**config.mk**
```make
export PLATFORM = sky130hd
export DESIGN_NAME = uart_tx_engine
export DESIGN_NICKNAME = d
export VERILOG_FILES = /design/src/rtl/uart_tx_engine.sv
export SDC_FILE = /design/constraint.sdc
export NUM_CORES = 1
export LEC_CHECK = 0
export ABC_CLOCK_PERIOD_IN_PS = 1700
export CELL_PAD_IN_SITES_DETAIL_PLACEMENT = 0
export CELL_PAD_IN_SITES_GLOBAL_PLACEMENT = 2
export CORE_MARGIN = 3
export CORE_UTILIZATION = 30
export DETAILED_ROUTE_END_ITERATION = 10
export MAX_ROUTING_LAYER = met4
export PLACE_DENSITY = 0.72
export SLEW_MARGIN = 10
export SYNTH_ARGS = -nofsm -noshare
export SYNTH_HDL_FRONTEND = slang
export SYNTH_SLANG_ARGS = --single-unit
```
**constraint.sdc**
```tcl
create_clock -name clock -period 1.7 [get_ports clock]
set_input_delay 0.17 -clock clock [delete_from_list [all_inputs] [get_ports clock]]
set_output_delay 0.17 -clock clock [all_outputs]
set_load 0.05 [all_outputs]
```
**src/rtl/uart_tx_engine.sv**
```systemverilog
// ---------------------------------------------------------------------------
// uart_tx_engine
//
// UART transmit engine: accepts one parallel word over a valid/ready
// handshake and serialises it as start bit, data bits LSB-first, an optional
// parity bit and one or two stop bits. Bit timing is taken from an external
// one-clock-wide baud tick; one tick marks the boundary of one bit period.
//
// Build option:
//   UART_TX_PARITY_EN - when defined, one parity bit (even, or odd when
//                       PARITY_ODD != 0) is sent after the data bits. When
//                       undefined the parity state and logic are absent and
//                       PARITY_ODD has no effect.
//
// Parameters:
//   DATA_BITS  - data bits per frame (5..9)
//   STOP_BITS  - stop bits per frame (1 or 2)
//   PARITY_ODD - 0 = even parity, 1 = odd parity
//
// Ports:
//   clock    in   system clock, rising edge
//   reset    in   synchronous, active-low reset
//   baud     in   one-clock baud tick
//   tx_valid in   host offers tx_data
//   tx_data  in   word to send
//   tx_ready out  engine can accept a word (registered)
//   tx       out  serial line, idle high (registered)
//   busy     out  high from acceptance until frame end (registered)
//   done     out  one-clock pulse in the cycle whose edge ends the last
//                 stop bit; tx_ready is high on the following cycle
// ---------------------------------------------------------------------------
module uart_tx_engine #(
  parameter int DATA_BITS  = 8,
  parameter int STOP_BITS  = 1,
  parameter int PARITY_ODD = 0
) (
  input  logic                 clock,
  input  logic                 reset,
  input  logic                 baud,
  input  logic                 tx_valid,
  input  logic [DATA_BITS-1:0] tx_data,
  output logic                 tx_ready,
  output logic                 tx,
  output logic                 busy,
  output logic                 done
);

  localparam int BCW = $clog2(DATA_BITS);
  localparam logic [BCW-1:0] BIT_LAST  = BCW'(DATA_BITS - 1);
  localparam logic [BCW-1:0] BIT_ONE   = BCW'(1);
  localparam logic           STOP_LAST = (STOP_BITS == 2) ? 1'b1 : 1'b0;

  typedef enum logic [2:0] {
    S_IDLE   = 3'd0,
    S_WAIT   = 3'd1,
    S_START  = 3'd2,
    S_DATA   = 3'd3,
`ifdef UART_TX_PARITY_EN
    S_PARITY = 3'd4,
`endif
    S_STOP   = 3'd5
  } state_t;

  state_t                 state_q, state_d;
  logic [DATA_BITS-1:0]   shreg_q, shreg_d;
  logic [BCW-1:0]         bit_cnt_q, bit_cnt_d;
  logic                   stop_cnt_q, stop_cnt_d;
  logic                   tx_q, tx_d;
  logic                   tx_ready_q, tx_ready_d;
  logic                   busy_q, busy_d;
`ifdef UART_TX_PARITY_EN
  logic                   parity_q, parity_d;

  // Parity of the word as captured at transfer; odd parity inverts the XOR.
  function automatic logic calc_parity(input logic [DATA_BITS-1:0] word);
    calc_parity = (^word) ^ (PARITY_ODD != 0);
  endfunction
`endif

  assign tx       = tx_q;
  assign tx_ready = tx_ready_q;
  assign busy     = busy_q;

  // State and datapath registers with synchronous active-low reset.
  always_ff @(posedge clock) begin
    if (!reset) begin
      state_q    <= S_IDLE;
      shreg_q    <= {DATA_BITS{1'b0}};
      bit_cnt_q  <= {BCW{1'b0}};
      stop_cnt_q <= 1'b0;
      tx_q       <= 1'b1;
      tx_ready_q <= 1'b1;
      busy_q     <= 1'b0;
`ifdef UART_TX_PARITY_EN
      parity_q   <= 1'b0;
`endif
    end else begin
      state_q    <= state_d;
      shreg_q    <= shreg_d;
      bit_cnt_q  <= bit_cnt_d;
      stop_cnt_q <= stop_cnt_d;
      tx_q       <= tx_d;
      tx_ready_q <= tx_ready_d;
      busy_q     <= busy_d;
`ifdef UART_TX_PARITY_EN
      parity_q   <= parity_d;
`endif
    end
  end

  // Next-state logic: every move except IDLE->WAIT waits for a baud tick.
  always_comb begin
    state_d = state_q;
    case (state_q)
      S_IDLE: begin
        if (tx_valid && tx_ready_q) state_d = S_WAIT;
        else                        state_d = S_IDLE;
      end
      // A tick on the transfer edge is seen here only from the next cycle,
      // so the start bit always spans a full baud period.
      S_WAIT: begin
        if (baud) state_d = S_START;
        else      state_d = S_WAIT;
      end
      S_START: begin
        if (baud) state_d = S_DATA;
        else      state_d = S_START;
      end
      S_DATA: begin
        if (baud && (bit_cnt_q >= BIT_LAST)) begin
`ifdef UART_TX_PARITY_EN
          state_d = S_PARITY;
`else
          state_d = S_STOP;
`endif
        end else begin
          state_d = S_DATA;
        end
      end
`ifdef UART_TX_PARITY_EN
      S_PARITY: begin
        if (baud) state_d = S_STOP;
        else      state_d = S_PARITY;
      end
`endif
      S_STOP: begin
        if (baud && (stop_cnt_q == STOP_LAST)) state_d = S_IDLE;
        else                                   state_d = S_STOP;
      end
      default: state_d = S_IDLE;
    endcase
  end

  // Output and datapath logic: line value, shifter, counters, handshake.
  always_comb begin
    shreg_d    = shreg_q;
    bit_cnt_d  = bit_cnt_q;
    stop_cnt_d = stop_cnt_q;
    tx_d       = tx_q;
    tx_ready_d = tx_ready_q;
    busy_d     = busy_q;
    done       = 1'b0;
`ifdef UART_TX_PARITY_EN
    parity_d   = parity_q;
`endif
    case (state_q)
      S_IDLE: begin
        tx_d = 1'b1;
        if (tx_valid && tx_ready_q) begin
          shreg_d    = tx_data;
          tx_ready_d = 1'b0;
          busy_d     = 1'b1;
`ifdef UART_TX_PARITY_EN
          parity_d   = calc_parity(tx_data);
`endif
        end else begin
          tx_ready_d = 1'b1;
          busy_d     = 1'b0;
        end
      end
      S_WAIT: begin
        if (baud) tx_d = 1'b0;
        else      tx_d = tx_q;
      end
      S_START: begin
        if (baud) begin
          tx_d      = shreg_q[0];
          shreg_d   = {1'b0, shreg_q[DATA_BITS-1:1]};
          bit_cnt_d = {BCW{1'b0}};
        end else begin
          tx_d = tx_q;
        end
      end
      S_DATA: begin
        if (baud && (bit_cnt_q < BIT_LAST)) begin
          tx_d      = shreg_q[0];
          shreg_d   = {1'b0, shreg_q[DATA_BITS-1:1]};
          bit_cnt_d = bit_cnt_q + BIT_ONE;
        end else if (baud) begin
`ifdef UART_TX_PARITY_EN
          tx_d       = parity_q;
`else
          tx_d       = 1'b1;
          stop_cnt_d = 1'b0;
`endif
        end else begin
          tx_d = tx_q;
        end
      end
`ifdef UART_TX_PARITY_EN
      S_PARITY: begin
        if (baud) begin
          tx_d       = 1'b1;
          stop_cnt_d = 1'b0;
        end else begin
          tx_d = tx_q;
        end
      end
`endif
      S_STOP: begin
        if (baud && (stop_cnt_q == STOP_LAST)) begin
          tx_ready_d = 1'b1;
          busy_d     = 1'b0;
          // An abandoned frame (reset this edge) never reports completion.
          done       = reset;
        end else if (baud) begin
          stop_cnt_d = 1'b1;
        end else begin
          stop_cnt_d = stop_cnt_q;
        end
      end
      default: begin
        tx_d       = 1'b1;
        tx_ready_d = 1'b1;
        busy_d     = 1'b0;
      end
    endcase
  end

endmodule
```
Yosys cells after proc, flatten, opt, wreduce, memory -nomap -nowiden
Index checks and enable logic that the tools add are counted.
{"block": "word_totals", "ff_bits": 18, "in_bits": 12, "output_inout_bits": 4, "wordCells": 70}
{"block": "op_classes", "n_addsub": 1, "n_lt_le_gt_ge": 2, "n_eq_ne": 14, "muxes": 29, "n_bitwise": 3, "n_reduce_logical": 14}
{"cell": "$mux W8", "count": 3}
{"cell": "$pmux W8 S3", "count": 1}
{"cell": "$ne A2 B2 Y1 const B", "count": 9}
{"cell": "$pmux W3 S5", "count": 1}
{"cell": "$mux W1", "count": 14}
{"cell": "$mux W3", "count": 4}
{"cell": "$reduce_and A4 Y1", "count": 2}
{"cell": "$eq A3 B2 Y1 const B", "count": 2}
{"cell": "$pmux W1 S3", "count": 2}
{"cell": "$pmux W3 S2", "count": 1}
{"cell": "$reduce_and A5 Y1", "count": 1}
{"cell": "$logic_and A1 B1 Y1", "count": 4}
{"cell": "$pmux W1 S4", "count": 1}
{"cell": "$reduce_bool A2 Y1", "count": 2}
{"cell": "$add A3 B1 Y3 const B", "count": 1}
{"cell": "$eq A3 B1 Y1 const B", "count": 1}
{"cell": "$eq A3 B3 Y1 const B", "count": 1}
{"cell": "$ge A3 B3 Y1 const B", "count": 1}
{"cell": "$logic_not A3 Y1", "count": 1}
{"cell": "$lt A3 B3 Y1 const B", "count": 1}
{"cell": "$ne A3 B3 Y1 const B", "count": 1}
{"cell": "$not A1 Y1", "count": 3}
{"cell": "$reduce_and A3 Y1", "count": 1}
{"cell": "$reduce_bool A3 Y1", "count": 1}
{"cell": "other kinds (4)", "count": 4}

Logic depth before layout (Yosys ltp)
Gate-level depths: netlist of the first run.
{"block": "depth", "word_depth": 4, "depth_mapped": 6, "mapped_depth_nobuf": 5}

Worst setup path after synthesis of the first run
OpenSTA, ideal clock, no wires.
{"block": "synth_timing", "path_type": "flip-flop to output port", "from": "register state_q[2]", "to": "output port done", "t_arrival_ns": 2.035, "required_time_ns": 1.530, "slack_ns": -0.505, "stages_incl_launch_ff": 4, "path_buffers": 1, "path_cell_list": "dfxtp_1 -> buf_2 -> nand2_1 -> nor4_1"}
{"block": "synth_between", "elab_chain_len": 2}
{"element": "start: declaration", "line": "64", "rtl": "state_t state_q, state_d;"}
{"element": "start signal: assignment", "line": "98", "rtl": "state_q <= state_d;"}
{"element": "$eq A3 B3 Y1", "line": "166", "rtl": "case (state_q)"}
{"element": "$mux W1", "line": "166"}
{"element": "end: declaration", "line": "45", "rtl": "output logic done"}
Every way passes these cells.

Final worst setup path of the first run
{"block": "layout_timing", "from": "register busy_q, in the netlist busy", "to": "output port busy"}
{"element": "start: declaration", "line": "70", "rtl": "logic busy_q, busy_d;"}
{"element": "start signal: assignment", "line": "104", "rtl": "busy_q <= busy_d;"}
{"element": "end: declaration", "line": "44", "rtl": "output logic busy,"}
No word-level cell between the ends.

==> results.tsv, run 1 <==
metric	value	unit
WL met3	66	µm
Worst Hold Class	in2reg	
ANT cells	0	
Total Power	0.000990	W
Yosys cell types	35	
Die Wd	62.4	µm
top post-synthesis cells by count	nand2_1, dfxtp_1, nand4_1, o211a_1, nor2b_1	
Power Density	806	nW/µm²
Top FF cell, synth	dfxtp_1	
vias	851	
all-layer global routing usage	12.2	%
clk root buf	clkbuf_4	
num rows	19	
EDFF count, synth	0	
highest layer used for signal routing	met4	
Initial DRC Count	25	
HPWL after DPL	1.54	mm
grt ovf	0	
Reg clk slew, reported paths	110	ps
register area share after synthesis	37.7	%
worst-skew pair later-pin latency	300	ps
status	finished, final reports clean	
Leak Pwr	0.554	nW
htree depth	1	
switch share	29.0	%
period utilisation layout	95.3	%
max incr delay on CP	800	ps
# clock sinks	18	
syn_area_per_cell	8.68	µm²
met1 WL	1.11	mm
logic gate share of total power	22.7	%
post-synth top area share	37.7	%
Fmax	617	MHz
asr flop ratio synth	0	%
r2r setup slk	330	ps
P&R area growth vs syn	28.6	%
Crit path buffers/inverters	1	
Routed WL	2.15	mm
Slew Viols, Final	0	
Critical Path AT	1450	ps
layout cell share with drive strength beyond 1	15.0	%
hold buffers post-CTS	0	
min cycle time layout	1620	ps
maximum vdd ir drop	0.445	mV
Setup Viol. Count Final	0	
Worst path slowest cell	clkdlybuf4s50_1	
clock skew	0.655	ps
vias in the first global route	805	
Flop pwr share	49.5	%
net switching power	0.000287	W
pin count of the biggest net entering global routing	20	
drc violations	0	
Max FO, Critical Path	2	
port buffer count	15	
synthesized area	955	µm²
Detail Route Antenna Nets	0	
Clk pwr share	27.7	%
worst path cell trace	clkdlybuf4s50_1	
maxcap violations	0	
Die Y	62.4	µm
critical path class	reg2out	
startpoint types	register	
Final Hold Viols	0	
Hold WS	434	ps
Vias/cell	5.04	
post-CTS sizing	0	
Initial Util	32.9	%
CTS tree	built	
Die Footprint	3900	µm²
Worst-Margin Slew	501	ps
setup TNS	0	ps
Crit path max-delay family	buffers and inverters	
Syn Inst Count	110	
cell taking the most area after synthesis	dfxtp_1	
Synth Warn #	0	
I/O Pins	16	
Initial DRT Pass Iterations	4	
#FFs+latches synth	18	
postcts setup bufs	0	
Placer Congestion	0.709	
ranking of synthesized cells by area	dfxtp_1, o211a_1, nand2_1	
WP data required	1530	ps
RSZ-0062 raised after global routing	no	
Int Pwr	0.000702	W
Rel. slew slack	66.6	%
core area	2900	µm²
first-pass GRT wire length	3.79	mm
most common cell in the netlist	nand2_1	
maximum clock path buffer count	2	
Nets	142	
initial antenna violation count	0	
CTS buffer count	3	
Routed met2 length	955	µm
Post-Syn Nets	124	
Crit. End Element	output port	
Wirelength per Cell	12.7	µm
-- cell type report --
type                    count  area [µm²]
inverters                   1        3.75
flip-flops and latches     18         363
clock buffers               4        36.3
well taps                  42        52.6
repair buffers             22         228
multi-input cells          82         544
fillers                   320        1670
-- power groups by stage --
stage	registers (W)	logic, W	clock network, W
after floorplan	0.000508	0.000147	0
after global placement	0.000499	0.000225	0
after detailed placement	0.000499	0.000227	0
after CTS	0.000489	0.000228	0.000283
after global routing	0.000497	0.000250	0.000298
final	0.000490	0.000225	0.000275
-- routing by layer --
layer	vias to the layer above	global-route usage, %
met2	12	18.0
met5	-	-
met3	2	3.24
met1	405	16.7
li1	432	-
met4	0	2.48
-- path summary, 6_finish.rpt --
path,to,from,cells past startpoint
max reg2reg,state_q[1],bit_cnt_q[0],5
min reg2reg,shreg_q[7],shreg_q[7],2
min,shreg_q[7],tx_data[7],3
max,busy,busy,1
-- registers in the layout, indices dropped and copies added, names as in the netlist --
signal	cells
bit_cnt_q	3
busy	1
shreg_q	8
state_q	3
stop_cnt_q	1
tx	1
tx_ready	1
-- per-stage QoR --
stage / std cells / util [%] / setup slack [ps] / area (µm²)
2_1_floorplan: 110 / - / 76.1 / 961
3_3_place_gp: 165 / 40.9 / 113 / 1190
3_5_place_dp: 165 / 40.9 / 71.7 / 1190
4_1_cts: 169 / 42.1 / 0.0139 / 1220
5_1_grt: 169 / 42.3 / 10.4 / 1230
6_report: 169 / 42.3 / 79.3 / 1230
-- kinds of logic after synthesis --
family / after synthesis / synth area share [%]
simple gates: 54 / 30.4
buf+inv: 10 / 5.90
compound gates: 23 / 20.2
flops: 18 / 37.7
fa+ha+maj: 2 / 2.62
mux: 3 / 3.15
-- layout by cell type, fill, tap and decap left out --
cell type and instances:
a31o_2 1, inv_1 1, nor2b_1 7, o21ai_1 1
and3_1 2, o2bb2ai_1 1, nor2_1 4, o211a_1 8
nor4b_1 1, ha_1 2, nand4bb_1 1, mux2i_1 3
clkbuf_8 1, o21ai_4 1, clkbuf_4 3, a31oi_1 2
dlymetal6s2s_1 1, or2_1 1, nand2_2 1, nor4_2 1
a32o_1 1, and2_4 1, nand2_1 20, a21o_1 1
buf_12 2, dfxtp_1 16, nand2b_1 3, o21ai_0 1
buf_4 6, o32ai_1 1, nor3b_1 1, and4b_1 1
nand4_1 8, a22oi_1 2, dfxtp_2 2, clkdlybuf4s50_1 13
nand3_1 2, a21oi_1 3
Note: power is estimated with default switching activity, not from simulation.
==> run 2: changes to the inputs <==
Settings changed: MAX_ROUTING_LAYER met4 to unset, PLACE_DENSITY 0.72 to unset, PLACE_DENSITY_LB_ADDON set to 0.3.
==> run 2 against run 1 <==
Net effect: flip-flop and latch count unchanged; clock skew up 5.1 ps; die area unchanged; critical endpoint is now done; highest routed layer unchanged.
==> results.tsv, run 2 (same netlist as run 1, synthesis figures left out) <==
metric	value	unit	change
all-layer global routing usage	11.5	%	-0.62 points
worst-skew pair later-pin latency	280	ps	-20 ps
min cycle time layout	1610	ps	-10.6 ps
fill count	316		-1.3%
Die Y	62.4	µm	unchanged
I/O Pins	16		unchanged
Vias/cell	5.04		+0.13%
Initial Util	32.9	%	unchanged
WHS Endpoint	shreg_q[7]		
FF-to-FF End	shreg_q[2]		
initial antenna violation count	0		unchanged
Worst Hold Depth	3		unchanged
max reg flops	8		unchanged
Worst Hold Class	in2reg		
# clock sinks	18		unchanged
clk root buf	clkbuf_4		
Crit path buffers/inverters	2		+1
start point of the worst hold path	tx_data[7]		
post-CTS sizing	1		+1
Total Power	0.000912	W	-7.9%
Initial DRC Count	53		+110%
vias in the first global route	807		+0.25%
maxcap violations	0		unchanged
port buffer count	15		unchanged
Critical Path AT	1440	ps	about the same
Worst path slowest cell	clkdlybuf4s50_1		
Largest regs	shreg_q: 8 flops, bit_cnt_q: 3 flops, state_q: 3 flops		
htree depth	1		unchanged
Fmax	621	MHz	+0.66%
Top reg by flops	shreg_q		
Final Non-Filler Cells	166		-1.8%
period utilisation layout	94.7	%	-0.62 points
Final Hold Viols	0		unchanged
Detail Route Antenna Nets	0		unchanged
Rel. slew slack	66.7	%	+0.15 points
Crit. End Element	output port		
Power Density	763	nW/µm²	-5.3%
worst path cell trace	clkdlybuf4s50_1 > nand2_1 > nor4_4 > buf_12		
Initial DRT Pass Iterations	4		unchanged
postcts setup bufs	0		unchanged
P&R area growth vs syn	25.2	%	
HPWL after DPL	1.52	mm	-1.4%
Routed WL	2.12	mm	-1.5%
drc violations	0		unchanged
WP data required	1530	ps	about the same
num rows	19		unchanged
Placed Area	1160	µm²	-2.3%
layout cell share with drive strength beyond 1	12.9	%	-2.1 points
Reg area	363	µm²	unchanged
ANT cells	0		unchanged
Crit path max-delay family	buffers and inverters		
first-pass GRT wire length	3.73	mm	-1.6%
maximum vdd ir drop	0.379	mV	-15%
Worst R2R Start	state_q[1]		
maximum clock path buffer count	2		unchanged
hold buffers post-CTS	0		unchanged
CTS tree	built		
Reg clk slew, reported paths	100	ps	about the same
vias	837		-1.6%
status	finished, final reports clean		
final setup margin	89.9	ps	+10.6 ps
Nets	140		-1.4%
Placer Congestion	0.713		+0.52%
Max FO, Critical Path	8		+6
Leak Pwr	0.531	nW	-4.3%
core area	2900	µm²	unchanged
Die Footprint	3900	µm²	unchanged
Worst-Margin Slew	498	ps	-3.03 ps
FF-to-FF path depth	4		-1
clock skew	5.80	ps	+5.14 ps
multi-input logic area	553	µm²	+1.6%
critical path class	in2out		
Setup Viol. Count Final	0		unchanged
CTS buffer count	3		unchanged
Die Wd	62.4	µm	unchanged
placed insts	163		-1.2%
pin count of the biggest net entering global routing	20		unchanged
final instance area	1190	µm²	-2.7%
Wirelength per Cell	12.7	µm	+0.29%
most common cell after layout, fill and taps aside	nand2_1		
startpoint types	input port		
most frequent cells in the layout	nand2_1, dfxtp_1, clkdlybuf4s50_1		
max incr delay on CP	610	ps	-190 ps
r2r setup slk	290	ps	-40 ps
grt ovf	0		unchanged
pre-CTS setup slack	50.0	ps	-21.8 ps
Slew Viols, Final	0		unchanged
run 2: changes by cell type in the layout (fill, tap and decap cells not counted), sizes merged:
cell	change
buf	-2
clkbuf	-1
run 2: layer usage:
metal  track usage, %  share of wire, %  routed length, µm  up-vias
met5                0                 0                  0        -
met4             2.48              0.90                 19        0
met3             3.96               4.1                 87        2
met2             17.7                46                965       19
met1             15.6                49               1040      387
li1                 -                 -                  -      429
run 2: final cells by class:
cell class                      count  area share, %
Multi-Input combinational cell     82           46.3
Inverter                            1          0.314
Tap cell                           42           4.40
Timing Repair Buffer               20           16.8
Clock buffer                        3           1.88
Sequential cell                    18           30.4
run 2: stage by stage:
stage / hold WS, ps / TNS [ps] / utilization, %
6_report: 444 / 0 / 41.2
5_1_grt: 489 / -24.4 / 41.2
4_1_cts: 438 / 0 / 40.8
3_5_place_dp: 454 / 0 / 39.9
3_3_place_gp: 450 / 0 / 39.9
2_1_floorplan: 324 / 0 / -
run 2: worst register-to-register path: cells and delay by family (launching register included):
kind	cells	cell delay, ps
flops	1	470
compound gates	1	200
simple gates	3	640
run 2: how the worst max path moves through the flow:
stage	slack, ps	startpoint	cells past startpoint	endpoint
after global placement	100	baud	6	shreg_q[2]
after floorplan	80	state_q[2]	3	done
after global routing	-20	baud	4	done
final	90	baud	4	done
after detailed placement	50	baud	4	done
after CTS	30	state_q[2]	3	done
run 2: report_power, final:
group	switching, W	leakage (nW)	internal (W)	total (W)
clock	0.000121	0.0138	0.0000822	0.000203
combinational	0.000113	0.368	0.000105	0.000219
sequential	0.0000295	0.148	0.000460	0.000490
total	0.000264	0.531	0.000648	0.000912
==> run 3: changes to the inputs <==
Settings changed: SLEW_MARGIN 10 to unset.
==> results of run 3 <==
No change in the layout: final DEF, timing and power equal those of run 2.
